### src/rtl/seg_pkg.sv
// Shared seven-segment constants and types used by the display driver and seg_reader.
// Segment codes are active-low, bit6 = a .. bit0 = g.
package seg_pkg;

   localparam logic [6:0] SEG_0     = 7'b0000001;
   localparam logic [6:0] SEG_1     = 7'b1001111;
   localparam logic [6:0] SEG_2     = 7'b0010010;
   localparam logic [6:0] SEG_3     = 7'b0000110;
   localparam logic [6:0] SEG_4     = 7'b1001100;
   localparam logic [6:0] SEG_5     = 7'b0100100;
   localparam logic [6:0] SEG_6     = 7'b0100000;
   localparam logic [6:0] SEG_7     = 7'b0001111;
   localparam logic [6:0] SEG_8     = 7'b0000000;
   localparam logic [6:0] SEG_9     = 7'b0000100;
   localparam logic [6:0] SEG_BLANK = 7'b1111111;

   localparam logic [1:0] DIG_TENS  = 2'b10;
   localparam logic [1:0] DIG_UNITS = 2'b01;

   typedef enum logic {
      S_TENS  = 1'b0,
      S_UNITS = 1'b1
   } rd_state_t;

   typedef struct packed {
      logic       valid;
      logic [3:0] digit;
   } digit_t;

   // Two-digit frame value; the tens position is only ever 0 or 1.
   function automatic logic [4:0] frame_value(input logic tens, input logic [3:0] units);
      logic [4:0] base;
      if (tens) begin
         base = 5'd10;
      end else begin
         base = 5'd0;
      end
      return base + {1'b0, units};
   endfunction

endpackage

### src/rtl/seg_digit_decode.sv
// Combinational seven-segment decoder: maps one active-low code to {valid, digit}.
module seg_digit_decode
   import seg_pkg::*;
(
   input  logic [6:0] code,
   output digit_t     dec
);

   // Code lookup; anything outside 0..9 is reported invalid
   always_comb begin
      dec = '{valid: 1'b0, digit: 4'd0};
      case (code)
         SEG_0:   dec = '{valid: 1'b1, digit: 4'd0};
         SEG_1:   dec = '{valid: 1'b1, digit: 4'd1};
         SEG_2:   dec = '{valid: 1'b1, digit: 4'd2};
         SEG_3:   dec = '{valid: 1'b1, digit: 4'd3};
         SEG_4:   dec = '{valid: 1'b1, digit: 4'd4};
         SEG_5:   dec = '{valid: 1'b1, digit: 4'd5};
         SEG_6:   dec = '{valid: 1'b1, digit: 4'd6};
         SEG_7:   dec = '{valid: 1'b1, digit: 4'd7};
         SEG_8:   dec = '{valid: 1'b1, digit: 4'd8};
         SEG_9:   dec = '{valid: 1'b1, digit: 4'd9};
         default: dec = '{valid: 1'b0, digit: 4'd0};
      endcase
   end

endmodule

### src/rtl/seg_reader.sv
// Reads a multiplexed two-digit seven-segment bus, debounces complete frames
// and publishes stable values through a valid/ready output register.
module seg_reader
   import seg_pkg::*;
#(
   parameter int unsigned STABLE_N = 2
) (
   input  logic       clk,
   input  logic       rst_n,
   input  logic [6:0] seg_in,
   input  logic [1:0] dig_en,
   input  logic       seg_vld,
   output logic [4:0] out_data,
   output logic       out_valid,
   input  logic       out_ready,
   output logic       err,
   output logic       ovf
);

   localparam logic [3:0] STABLE_C = 4'(STABLE_N);

   rd_state_t  state_r, state_s;
   logic       tens_r, tens_s;
   logic       tens_ok_r, tens_ok_s;
   logic [3:0] cand_r, cand_s;
   logic [3:0] cnt_r, cnt_s;
   logic [3:0] last_r, last_s;
   logic       pubd_r, pubd_s;

   digit_t     dec_s;
   logic       tens_code_ok_s;
   logic       tens_digit_s;
   logic [4:0] frame_s;
   logic       frame_ok_s;
   logic       err_s;
   logic       pub_s;
   logic       ovf_s;
   logic       out_valid_s;
   logic [4:0] out_data_s;

   seg_digit_decode u_dec (
      .code (seg_in),
      .dec  (dec_s)
   );

   // The tens position only accepts blank (0) or the "1" glyph
   assign tens_digit_s   = (seg_in != SEG_BLANK);
   assign tens_code_ok_s = (seg_in == SEG_BLANK) || (dec_s.valid && (dec_s.digit == 4'd1));
   assign frame_s        = frame_value(tens_r, dec_s.digit);
   assign frame_ok_s     = tens_ok_r && dec_s.valid && (frame_s <= 5'd15);

   // Frame sequencing, stability counting and publish decision
   always_comb begin
      state_s   = state_r;
      tens_s    = tens_r;
      tens_ok_s = tens_ok_r;
      cand_s    = cand_r;
      cnt_s     = cnt_r;
      last_s    = last_r;
      pubd_s    = pubd_r;
      err_s     = 1'b0;
      pub_s     = 1'b0;
      if (seg_vld) begin
         case (dig_en)
            DIG_TENS: begin
               tens_s    = tens_digit_s;
               tens_ok_s = tens_code_ok_s;
               state_s   = S_UNITS;
               if (state_r == S_UNITS) begin
                  err_s = 1'b1;
               end else begin
                  err_s = 1'b0;
               end
            end
            DIG_UNITS: begin
               if (state_r == S_TENS) begin
                  err_s = 1'b1;
               end else begin
                  state_s = S_TENS;
                  if (frame_ok_s) begin
                     if (frame_s[3:0] == cand_r) begin
                        if (cnt_r >= STABLE_C) begin
                           cnt_s = STABLE_C;
                        end else begin
                           cnt_s = cnt_r + 4'd1;
                        end
                     end else begin
                        cand_s = frame_s[3:0];
                        cnt_s  = 4'd1;
                     end
                     if ((cnt_s == STABLE_C) && ((cand_s != last_r) || !pubd_r)) begin
                        pub_s  = 1'b1;
                        last_s = cand_s;
                        pubd_s = 1'b1;
                     end else begin
                        pub_s  = 1'b0;
                     end
                  end else begin
                     err_s = 1'b1;
                     cnt_s = 4'd0;
                  end
               end
            end
            default: begin
               err_s   = 1'b1;
               state_s = S_TENS;
               cnt_s   = 4'd0;
            end
         endcase
      end else begin
         state_s = state_r;
      end
   end

   // Output register next-state: load on publish, clear on handshake
   always_comb begin
      out_data_s  = out_data;
      out_valid_s = out_valid;
      ovf_s       = 1'b0;
      if (pub_s) begin
         out_data_s  = {1'b0, cand_s};
         out_valid_s = 1'b1;
         ovf_s       = out_valid && !out_ready;
      end else if (out_valid && out_ready) begin
         out_valid_s = 1'b0;
      end else begin
         out_valid_s = out_valid;
      end
   end

   // FSM state register
   always_ff @(posedge clk or negedge rst_n) begin
      if (!rst_n) begin
         state_r <= S_TENS;
      end else begin
         state_r <= state_s;
      end
   end

   // Latched tens digit, candidate, stability count and last published value
   always_ff @(posedge clk or negedge rst_n) begin
      if (!rst_n) begin
         tens_r    <= 1'b0;
         tens_ok_r <= 1'b0;
         cand_r    <= 4'd0;
         cnt_r     <= 4'd0;
         last_r    <= 4'd0;
         pubd_r    <= 1'b0;
      end else begin
         tens_r    <= tens_s;
         tens_ok_r <= tens_ok_s;
         cand_r    <= cand_s;
         cnt_r     <= cnt_s;
         last_r    <= last_s;
         pubd_r    <= pubd_s;
      end
   end

   // Registered outputs and single-cycle status pulses
   always_ff @(posedge clk or negedge rst_n) begin
      if (!rst_n) begin
         out_data  <= 5'd0;
         out_valid <= 1'b0;
         err       <= 1'b0;
         ovf       <= 1'b0;
      end else begin
         out_data  <= out_data_s;
         out_valid <= out_valid_s;
         err       <= err_s;
         ovf       <= ovf_s;
      end
   end

endmodule

### config.mk
export PLATFORM = sky130hd
export DESIGN_NAME = seg_reader
export DESIGN_NICKNAME = d
export VERILOG_FILES = /design/src/rtl/seg_pkg.sv /design/src/rtl/seg_digit_decode.sv /design/src/rtl/seg_reader.sv
export SDC_FILE = /design/constraint.sdc
export NUM_CORES = 1
export LEC_CHECK = 0
export BUFFER_PORTS_ARGS = -buffer_cell sky130_fd_sc_hd__buf_2
export CAP_MARGIN = 20
export CORE_ASPECT_RATIO = 0.6
export CORE_MARGIN = 1
export CORE_UTILIZATION = 25
export CTS_BUF_LIST = sky130_fd_sc_hd__clkbuf_8
export DETAILED_ROUTE_END_ITERATION = 12
export PLACE_DENSITY = 0.49
export SETUP_SLACK_MARGIN = 0.15
export SYNTH_ARGS = -nofsm -noshare
export SYNTH_HDL_FRONTEND = slang
export SYNTH_SLANG_ARGS = --single-unit
export TNS_END_PERCENT = 5
### constraint.sdc
create_clock -name clk -period 7.8 [get_ports clk]
set_input_delay 0.78 -clock clk [delete_from_list [all_inputs] [get_ports clk]]
set_output_delay 0.78 -clock clk [all_outputs]
set_load 0.005 [all_outputs]
==> parameters.txt <==
Parameter                              Value

Global route
  GRT Resource Usage Total    10.1%
  Number of global-route vias before repair    906
  Largest net degree at the start of global routing    24
  Wire length of the first global-routing pass    4.49 mm
  Initial antenna violation count    0
  Overall overflow remaining after global route    0

Clocking
  Count of hold-fix buffers inserted at cts    0
  Clock input transition at the sequential cells of the worst setup and hold paths    0.08 ns
  Deepest level of the CTS H-tree    1
  TritonCTS Sinks    23
  Clock latency of the later-clocked register in the worst-skew pair    0.27 ns
  CTS Buf Count    3
  Root Buffer    clkbuf_8
  Post-CTS Resized    0
  Worst-case clock buffer depth    2
  Count of buffers added by post-CTS timing repair for setup    0
  CTS tree    yes

Placement
  Post-Place Setup Slack    3.84 ns
  Number of port buffers    19
  Estimated wirelength of the detail-placed design    2.11 mm
  Routability congestion estimate    0.846

Cells and area
  Count of nets after finishing    169
  Register Area    576 um^2
  Antenna diodes    0
  Total area of multi-input combinational cells    742 um^2
  Fraction of layout cells with a size suffix above 1    29.1%
  Area growth syn-to-layout    15.1%
  Number of filler instances in the final layout    543
  Core Util, Final    30.5%

STA
  Setup repair after global routing missed its margin    no
  Max-slew headroom    63.5%
  Count of final setup violators    0
  Slew at the pin with the worst max-slew slack    0.548 ns
  Sum Neg Setup Slack    0 ns
  Worst-case setup margin in the final layout    4.07 ns
  Hold Vio Cnt, Final    0
  Highest attainable clock frequency    268 MHz
  Largest clock skew in the final design    0.00488 ns
  Worst hold slack after final layout    0.479 ns
  Final cycle utilization of the critical path    47.8%
  Max Slew Vio Count    0
  Final worst path period need    3.73 ns

Floorplanning
  Cell Rows    20
  Total Die Area    5800 um^2
  Initial Util    26.5%
  Width of the die    97.6 um
  Core footprint    5180 um^2
  Die Span Y    59.4 um
  Number of top-level pins    21

Drt
  Average wire per cell in the routed design    12.7 um
  Pre-Repair DR Iteration Count    9
  Routed vias/inst    4.59
  Iteration-0 DRC count of the detailed router    44
  Routed vias    983
  DRC    4
  Final wirelength    2.72 mm
  Antenna Violating Nets Remaining    0

Yosys
  Most instantiated library cell after synthesis    dfrtp_1
  Post-synth EDFFs    0
  Flops & latches, synth    23
  Syn Area/Cell    10.8 um^2
  Number of nets in the synthesized netlist    147
  Share of flip-flops with an asynchronous set or reset    100%
  Cell accounting for the most synthesized area    dfrtp_1
  Primary FF master, synth    dfrtp_1
  Area share of and/or/nand/nor cells after synthesis    17.0%
  Distinct cell type count of the synthesized netlist    39
  Synth Instances    127
  Synthesized-area fraction occupied by ao, oa, aoi and oai cells    12.3%
  Post-Synthesis Cell Area    1370 um^2
  Area share of the largest cell type after synthesis    42.0%
  Xor/xnor cell area share of the yosys netlist    6.39%
  Warnings from Yosys    0
  Sequential share of the synthesized area    42.0%
  Combinational family with the most area after synthesis    simple AND/OR/NAND/NOR gates
  Adder and majority gate portion of the synthesized area    6.39%
  Mux share of post-synthesis cell area    11.8%
  Leading cell types by count after synthesis    23 x dfrtp_1, 12 x nand2_1, 8 x inv_1
  Area contributors post-synth    dfrtp_1 42%, mux2_4 7.7%, ha_1 6.4%

Power and ir drop
  Power spent charging and discharging nets    0.0604 mW
  Cell-internal power    0.167 mW
  Portion of total power attributed to the clock network    33.4%
  Share of total power in sequential cells    54.0%
  Leakage power    0.776 nW
  Power per Cell Area    144 nW/um^2
  Peak VDD IR    0.0000591 V
  Part of the total power dissipated in combinational logic    12.7%
  Fraction of power spent switching nets    26.6%

Critical path
  Element type at the critical path end    flip-flop
  Slowest cell delay on critical path    0.38 ns
  Number of cells on the critical path    15
  Critical-path cell with the highest stage delay    xor2_1
  Number of buffer and inverter stages on the critical path    3
  R2R cell count    9
  Crit path required time    7.96 ns
  Data arrival time at the worst-slack endpoint    3.88 ns
  Worst path top cell family by delay    simple AND/OR/NAND/NOR gates
  CP startpoint kind    input pin
  List of cells traversed by the critical path    buf_2 -> nor3_1 -> nand3b_1 -> inv_1 -> a21oi_1 -> o21ai_0 -> ha_1 -> ha_1 -> xor2_1 -> xor2_1 -> nor3_1 -> nand3_1 -> nor4_2 -> buf_4 -> mux2_2
  Crit path kind    input pin to flip-flop
  Critical path fanouts, max    11

Job
  Max capacitance violation total    0

Outcome
  Violated checks    design-rule violations
  Result of the run    finished with violations

Hold path
  Path class of the lowest-slack min-delay path    flip-flop to flip-flop
  Number of cells traversed by the worst hold path    1
[stage by stage]
step                      total power, mW  instances  cell area (um^2)
after global placement              0.154        210              1530
after detailed placement            0.154        210              1530
after global routing                0.239        214              1580
after CTS                           0.231        214              1580
after floorplan                     0.142        127              1370
final                               0.227        214              1580
[cells in the final DEF, fill, tap and decap left out, types with 2 or more instances in the layout]
master | Yosys | routed
and3_1 | 2 | 2
ha_1 | 7 | 7
inv_1 | 8 | 9
mux2_2 | 5 | 5
nor2_1 | 5 | 5
nor3_1 | 4 | 4
a21oi_1 | 5 | 5
mux2_4 | 7 | 7
buf_2 | 0 | 19
o21ai_0 | 6 | 6
o31ai_1 | 3 | 3
nor2b_1 | 3 | 3
or2_2 | 2 | 2
xor2_1 | 5 | 5
dfrtp_1 | 23 | 23
xnor2_1 | 5 | 5
nand2_1 | 12 | 12
nand3_1 | 3 | 3
clkbuf_8 | 0 | 3
[worst reg2reg max path, stage by stage, from the launching register on]
cell and delay, ns:
dfrtp_1 0.44, ha_1 0.25, ha_1 0.19, xor2_1 0.39, xor2_1 0.12, nor3_1 0.34, nand3_1 0.17, nor4_2 0.24
buf_4 0.26, mux2_2 0.36
[cells by family after synthesis]
logic type	after synthesis
compound gates	22
simple gates	41
fa+ha+maj	7
flops	23
xor+xnor	10
buf+inv	11
other cells	1
mux	12
[sequential cells by signal, indices dropped and copies added (netlist names)]
signal and cells:
cnt_r 4, out_valid 1, err 1, last_r 4
cand_r 4, tens_ok_r 1, pubd_r 1, tens_r 1
ovf 1, out_data 4, state_r 1
[per-layer routing]
layer | vias up | routed length, um | track usage, %
met2 | 23 | 1070 | 14.7
met3 | 0 | 132 | 3.77
met5 | - | 0 | 0
met1 | 468 | 1520 | 15.1
met4 | 0 | 0 | 0
li1 | 492 | - | -
[power by group through the flow]
stage,registers (mW),logic (mW),clock network (mW)
final,0.123,0.0288,0.0759
after CTS,0.123,0.0291,0.0791
after detailed placement,0.125,0.0290,0
after floorplan,0.124,0.0178,0
after global routing,0.123,0.0330,0.0827
after global placement,0.125,0.0287,0
[final timing paths]
| path | slack [ns] | startpoint | to |
|---|---|---|---|
| max reg2reg | 4.93 | tens_r | last_r[1] |
| min in group asynchronous | 0.49 | rst_n | state_r |
| max in group asynchronous | 6.94 | rst_n | last_r[2] |
| max | 4.07 | seg_in[0] | last_r[1] |
| min reg2reg | 0.48 | pubd_r | pubd_r |
| min | 0.48 | pubd_r | pubd_r |
[layout make-up]
class	instances	share of cell area (%)
inverters	8	1.90
repair buffers	20	6.50
multi-input cells	93	47.0
well taps	66	5.23
clock inverters	1	0.238
flip-flops and latches	23	36.5
clock buffers	3	2.62
Power figures use the tool's default switching activity.
